[config.mk]
export PLATFORM = sky130hd
export DESIGN_NAME = byte_striping
export DESIGN_NICKNAME = d
export VERILOG_FILES = /design/src/rtl/byte_striping.sv
export SDC_FILE = /design/constraint.sdc
export NUM_CORES = 1
export LEC_CHECK = 0
export BUFFER_PORTS_ARGS = -buffer_cell sky130_fd_sc_hd__buf_4
export CAP_MARGIN = 10
export CORE_UTILIZATION = 58
export DETAILED_ROUTE_END_ITERATION = 6
export PLACE_DENSITY_LB_ADDON = 0.08
export SLEW_MARGIN = 0
export SYNTH_ARGS = -nofsm -noshare
export SYNTH_HDL_FRONTEND = slang
export SYNTH_SLANG_ARGS = --single-unit
[constraint.sdc]
create_clock -name clk_2f -period 4.3 [get_ports clk_2f]
set_input_delay 0.86 -clock clk_2f [delete_from_list [all_inputs] [get_ports clk_2f]]
set_output_delay 0.86 -clock clk_2f [all_outputs]
set_load 0.02 [all_outputs]
[src/rtl/byte_striping.sv]
// Two-lane byte striper: alternates an input byte stream onto stripe 0/1 lanes
// that update every second clock, with an idle-timer flush for a lone stripe-0 byte.
module byte_striping #(
  parameter int DATA_WIDTH   = 8,
  parameter int FLUSH_CYCLES = 4
) (
  input  logic                  clk_2f,
  input  logic                  reset,
  input  logic [DATA_WIDTH-1:0] data_in,
  input  logic                  valid_in,
  output logic [DATA_WIDTH-1:0] data_stripe_0,
  output logic [DATA_WIDTH-1:0] data_stripe_1,
  output logic                  valid_stripe_0,
  output logic                  valid_stripe_1
);

  localparam logic [3:0] FLUSH_LIM = 4'(FLUSH_CYCLES);

  function automatic logic [3:0] sat_inc(input logic [3:0] cnt);
    if (cnt >= FLUSH_LIM) return FLUSH_LIM;
    else                  return cnt + 4'd1;
  endfunction

  logic                  phase_p0;
  logic                  sel_p0;
  logic [DATA_WIDTH-1:0] f0_p0;
  logic                  vld_f0_p0;
  logic [3:0]            idle_cnt_p0;

  logic [DATA_WIDTH-1:0] b0_p1;
  logic [DATA_WIDTH-1:0] b1_p1;
  logic                  vld_b0_p1;
  logic                  vld_b1_p1;
  logic                  vld_buf_p1;

  logic                  update_edge;
  logic                  pair_done;
  logic [3:0]            cnt_inc;
  logic                  flush;
  logic                  load;

  always_comb begin
    update_edge = phase_p0;
    pair_done   = valid_in && sel_p0;
    cnt_inc     = sat_inc(idle_cnt_p0);
    // A byte arriving on the threshold cycle completes the pair instead of flushing.
    flush       = vld_f0_p0 && !valid_in && (cnt_inc == FLUSH_LIM) &&
                  (!vld_buf_p1 || update_edge);
    load        = pair_done || flush;
  end

  // Stage p0 -> p1: pair forming and idle timer control
  always_ff @(posedge clk_2f) begin
    if (reset) begin
      phase_p0       <= 1'b0;
      sel_p0         <= 1'b0;
      vld_f0_p0      <= 1'b0;
      idle_cnt_p0    <= 4'd0;
      vld_buf_p1     <= 1'b0;
      vld_b0_p1      <= 1'b0;
      vld_b1_p1      <= 1'b0;
      valid_stripe_0 <= 1'b0;
      valid_stripe_1 <= 1'b0;
      data_stripe_0  <= '0;
      data_stripe_1  <= '0;
    end else begin
      phase_p0 <= !phase_p0;

      if (load) begin
        sel_p0    <= 1'b0;
        vld_f0_p0 <= 1'b0;
      end else if (valid_in) begin
        sel_p0    <= 1'b1;
        vld_f0_p0 <= 1'b1;
      end

      if (valid_in || !vld_f0_p0 || flush) idle_cnt_p0 <= 4'd0;
      else                                 idle_cnt_p0 <= cnt_inc;

      vld_buf_p1 <= load || (vld_buf_p1 && !update_edge);
      if (load) begin
        vld_b0_p1 <= 1'b1;
        vld_b1_p1 <= pair_done;
      end

      // Stage p1 -> lanes: half-rate presentation, data holds when nothing is ready
      if (update_edge) begin
        if (vld_buf_p1) begin
          data_stripe_0  <= b0_p1;
          data_stripe_1  <= b1_p1;
          valid_stripe_0 <= vld_b0_p1;
          valid_stripe_1 <= vld_b1_p1;
        end else begin
          valid_stripe_0 <= 1'b0;
          valid_stripe_1 <= 1'b0;
        end
      end
    end
  end

  always_ff @(posedge clk_2f) begin
    if (valid_in && !sel_p0) f0_p0 <= data_in;
    if (load) begin
      b0_p1 <= f0_p0;
      b1_p1 <= pair_done ? data_in : '0;
    end
  end

endmodule

; ---- Word level (Yosys, flattened, before mapping)
; Index checks and enable logic that the tools add are counted.
[totals]
ff_bits = 51
latch_bits = 0
mem_bits_rw = 0
rom_bits = 0
input_bits = 11
out_inout_bits = 18
wordCells = 37
memories = 0
[op_classes]
n_addsub = 1
multipliers = 0
n_div = 0
n_lt_le_gt_ge = 1
n_eq_ne = 1
shift = 0
n_mux = 3
bitwise_logic = 0
n_reduce_logical = 18
[op_table]
columns = op, count
row1 = logical AND 1 bit, 6
row2 = logical OR 1 bit, 5
row3 = "adder 4 x 1 -> 4 bit, second input constant", 1
row4 = "equality test 4 x 3 -> 1 bit, second input constant", 1
row5 = ">= comparator 4 x 3 -> 1 bit, second input constant", 1
row6 = logical NOT 1 bit, 4
row7 = two-way mux 4 bit, 1
row8 = OR reduction 2 bit, 2
row9 = two-way mux 1 bit, 2
row10 = AND reduction 2 bit, 1

; ---- Logic depth before layout (Yosys ltp)
[depth]
ltp_word = 7
depth_mapped = 5

; ---- Worst setup path before layout
; No wires, ideal clock.
[synth_timing]
path_type = input -> register
from = input port valid_in
to = register b0_p1[0], enable pin
setup_time_ns = 0.372
arrival_time_ns = 1.544
t_required_ns = 3.928
path_slack_ns = 2.384
path_stages = 3
path_buffers = 1
cell_sequence = clkbuf_1 > nand2_1 > nand2_1
[synth_via]
elab_chain_cells = 5
elab_cells_between_ends = 6
[synth_rtl]
columns = item, line
row1 = from (decl), 10  ; input logic valid_in,
row2 = logical NOT 1 bit, 47  ; flush = vld_f0_p0 && !valid_in && (cnt_inc == FLUSH_LIM) &&
row3 = logical AND 1 bit (3 in a row), 47
row4 = logical OR 1 bit *, 49  ; load = pair_done || flush;
row5 = named net load, 40  ; logic load;
row6 = to (signal assigned), 104  ; b0_p1 <= f0_p0;
row7 = to (decl), 30  ; logic [DATA_WIDTH-1:0] b0_p1;
; The timed path passes the listed nets; every way through them passes the cells marked *.
; A chain may end at the register's enable or synchronous reset.

; ---- Final worst setup path
[layout_timing]
from = register idle_cnt_p0[0]
to = register b1_p1[4], enable pin
[layout_via]
elab_chain_cells = 6
elab_cells_between_ends = 7
[layout_rtl]
columns = item, line
row1 = from (decl), 28  ; logic [3:0] idle_cnt_p0;
row2 = from (signal assigned), 78  ; else idle_cnt_p0 <= cnt_inc;
row3 = adder 4 x 1 -> 4 bit / >= comparator 4 x 3 -> 1 bit (equally long branches), "21, 20"
row4 = two-way mux 4 bit *, 20  ; if (cnt >= FLUSH_LIM) return FLUSH_LIM;
row5 = equality test 4 x 3 -> 1 bit *, 47
row6 = logical AND 1 bit * (2 in a row), 47
row7 = logical OR 1 bit *, 49
row8 = named net load, 40
row9 = to (signal assigned), 105  ; b1_p1 <= pair_done ? data_in : '0;
row10 = to (decl), 31  ; logic [DATA_WIDTH-1:0] b1_p1;
; Marks and branches as above.

==> run_results.csv <==
group,metric,value,unit
outcome,outcome,"finished with violations",
worst_setup_path,crit_fanout,16,
timing,skew,0.00557,ns
timing,max_slew.worst_pin.slew,0.592,ns
worst_setup_path,start_kind,"flop",
die,fp.dieH,57.4,µm
worst_setup_path,rr_endpoint,"b1_p1[4]",
worst_setup_path,endpoint,"b1_p1[4]",
hold_path,holdPathStages,0,
grt,grt_usage,0.205,
cells_and_area,final_core_util,0.719,
worst_setup_path,path_class,"flop to flop",
worst_setup_path,crit_family,"simple AND/OR/NAND/NOR gates",
yosys,synth_edf_count,24,
pwr,power,0.793,mW
die,fp.dieW,57.4,µm
grt,met2_usage,0.282,
pwr,ir_drop,0.280,mV
hold_path,hold_path_class,"flop to flop",
grt,grt_pass1_wl,4870,µm
worst_setup_path,r2r-start,"idle_cnt_p0[0]",
drt,drc,6,
placement,port_buffers,28,
die,design.die.area,3290,µm²
worst_setup_path,critical_path_depth,4,
cells_and_area,fin_nets,189,
yosys,synth_area_leaders,"edfxtp_1 (41%), dfxtp_1 (30%), nand2_1 (7.4%)",
cells_and_area,final_layout_size_suffix_gt1_frac,0.213,
worst_setup_path,path_buf_inv,0,
timing,setup_tns,0,ns
pwr,power_density,390,nW/µm²
grt,use_met3,0.0567,
clock_network,clkSinkCount,51,
cells_and_area,areaGrowthSynthToFinish,14.4,%
die,coreArea,2830,µm²
timing,slew_headroom,0.605,
grt,grt.met1_usage,0.284,
timing,fmax,0.527,GHz
timing,rsz0062_at_grt,"false",
drt,via_per_inst,5.36,
drt,routed_wl,2910,µm
yosys,yosys.area.top_type,"edfxtp_1",
job,maxCapViolCount,0,
worst_setup_path,required,4.31,ns
die,start_util,0.628,
yosys,synth_flop_cell,"dfxtp_1",
placement,place.gp.congestion,0.738,
worst_setup_path,end_kind,"flop",
clock_network,clk_pin_slew,0.13,ns
cells_and_area,n_fill_cell,188,
timing,final-max-slew-violation-count,0,
drt,drt_iter0_markers,60,
placement,dp_hpwl,2110,µm
timing,whs,0.437,ns
cells_and_area,n_antenna_cell,0,
drt,ant_nets,0,
clock_network,tritoncts,"built",
grt,grt_max_degree,27,
worst_setup_path,startpoint,"idle_cnt_p0[0]",
clock_network,cts_resized,0,
yosys,synthArstFlopShare,0,
yosys,synthMostInstantiatedCell,"nand2_1",
timing,min_period,1.90,ns
worst_setup_path,crit_chain,"ha_1, nor2b_1, o2111ai_1, nand2_1",
worst_setup_path,r2r_slack,2.40,ns
clock_network,cts_setup_buffers,0,
clock_network,htreeDepth,2,
clock_network,clkLatencyLatePin,0.35,ns
grt,first_global_vias,1034,
cells_and_area,finalInstanceArea,2030,µm²
yosys,synthesis.area,1780,µm²
die,ios,29,
drt,detail_route.first_pass.iterations,6,
placement,placed_cell_area,1980,µm²
clock_network,cts-root-buf,"clkbuf_4",
grt,antenna_found_initial,0,
yosys,synth_nets,162,
yosys,ys_ff_latch,51,
outcome,violations,"DRC",
yosys,yosys_warnings,0,
clock_network,ctsHoldBuffers,0,
worst_setup_path,critPathSlowestCell,"nand2_1",
yosys,yosysTopAreaCellShare,0.405,
worst_setup_path,arrival,1.90,ns
clock_network,cts_buffers,5,
yosys,syn_inst,150,
timing,setup_violations,0,
timing,hold_viol,0,
yosys,avgSynthCellArea,11.9,µm²
grt,grt.busiest_layer,"met1",
worst_setup_path,slowest_delay,0.50,ns
grt,grt-ovfl-total,0,
yosys,yosysSeqAreaShare,0.709,
yosys,ys_top_cells_by_count,"nand2_1 (35), dfxtp_1 (27), edfxtp_1 (24)",
yosys,synth_cell_types,28,
worst_setup_path,reg2reg_depth,4,
die,rows,19,
drt,vias,1120,
pwr,p_leak,0.776,nW
timing,fin_crit_sh,0.442,
clock_network,cts_buffer_depth,2,
drt,wire_per_inst,13.9,µm
metrics by stage:
stage | cells | setup WS (ns)
after floorplan | 150 | 2.38
after CTS | 209 | 2.38
after global routing | 209 | 2.23
final | 209 | 2.40
after detailed placement | 201 | 2.33
after global placement | 201 | 2.39
where the power goes:
group	internal, mW	leakage (nW)	switching (mW)
clock	0.0640	0.0293	0.136
combinational	0.0202	0.306	0.0303
sequential	0.531	0.441	0.0107
total	0.616	0.776	0.177
per-layer routing:
| layer | up-vias | wire [µm] | share of wire |
|---|---|---|---|
| met5 | - | 0 | 0 |
| met2 | 34 | 1370 | 0.47 |
| met3 | 6 | 156 | 0.054 |
| met1 | 507 | 1330 | 0.46 |
| li1 | 573 | - | - |
| met4 | 0 | 56 | 0.019 |
layout by cell type, fill, tap and decap left out, types with 3 or more instances in the layout:
master / count
clkbuf_4: 5
a21oi_1: 19
nand2b_1: 4
nand2_1: 35
buf_4: 28
and3_1: 8
nor2_1: 3
edfxtp_1: 24
inv_1: 3
dfxtp_1: 27
cell type report:
cell class              instances  area, µm²  share of cell area
flip-flops and latches         51       1260               0.620
multi-input cells              88        463               0.228
repair buffers                 28        210               0.103
clock buffers                   7       45.0              0.0221
well taps                      31       38.8              0.0191
inverters                       3       11.3             0.00554
clock inverters                 1       5.00             0.00246
sequential cells by signal, indices dropped and copies added (netlist names):
| signal | cells |
|---|---|
| b0_p1 | 8 |
| b1_p1 | 8 |
| data_stripe_0 | 8 |
| data_stripe_1 | 8 |
| f0_p0 | 8 |
| idle_cnt_p0 | 4 |
| phase_p0 | 1 |
| valid_stripe_0 | 1 |
| valid_stripe_1 | 1 |
| vld_b0_p1 | 1 |
| vld_b1_p1 | 1 |
| vld_buf_p1 | 1 |
| vld_f0_p0 | 1 |
how the worst min path moves through the flow:
stage               startpoint        to  slack, ns
floorplan             f0_p0[0]  b0_p1[0]       0.40
global placement      f0_p0[4]  b0_p1[4]       0.41
detailed placement    f0_p0[0]  b0_p1[0]       0.41
CTS                   f0_p0[0]  b0_p1[0]       0.44
global route          f0_p0[1]  b0_p1[1]       0.45
finish                f0_p0[0]  b0_p1[0]       0.44
kinds of logic after synthesis:
family / share of synthesized area
and+or+nand+nor: 0.165
other: 0.00211
AOI/OAI and AO/OA: 0.0866
adders and majority gates: 0.00704
buffers and inverters: 0.0303
DFF: 0.709
worst register-to-register path: cells and delay by family (launching register included):
kind,cells,cell delay [ns]
adder cells (fa/ha/maj),1,0.31
AO/OA/AOI/OAI,1,0.18
AND/OR/NAND/NOR,2,0.70
flip-flops,1,0.36
Power figures use the tool's default switching activity.
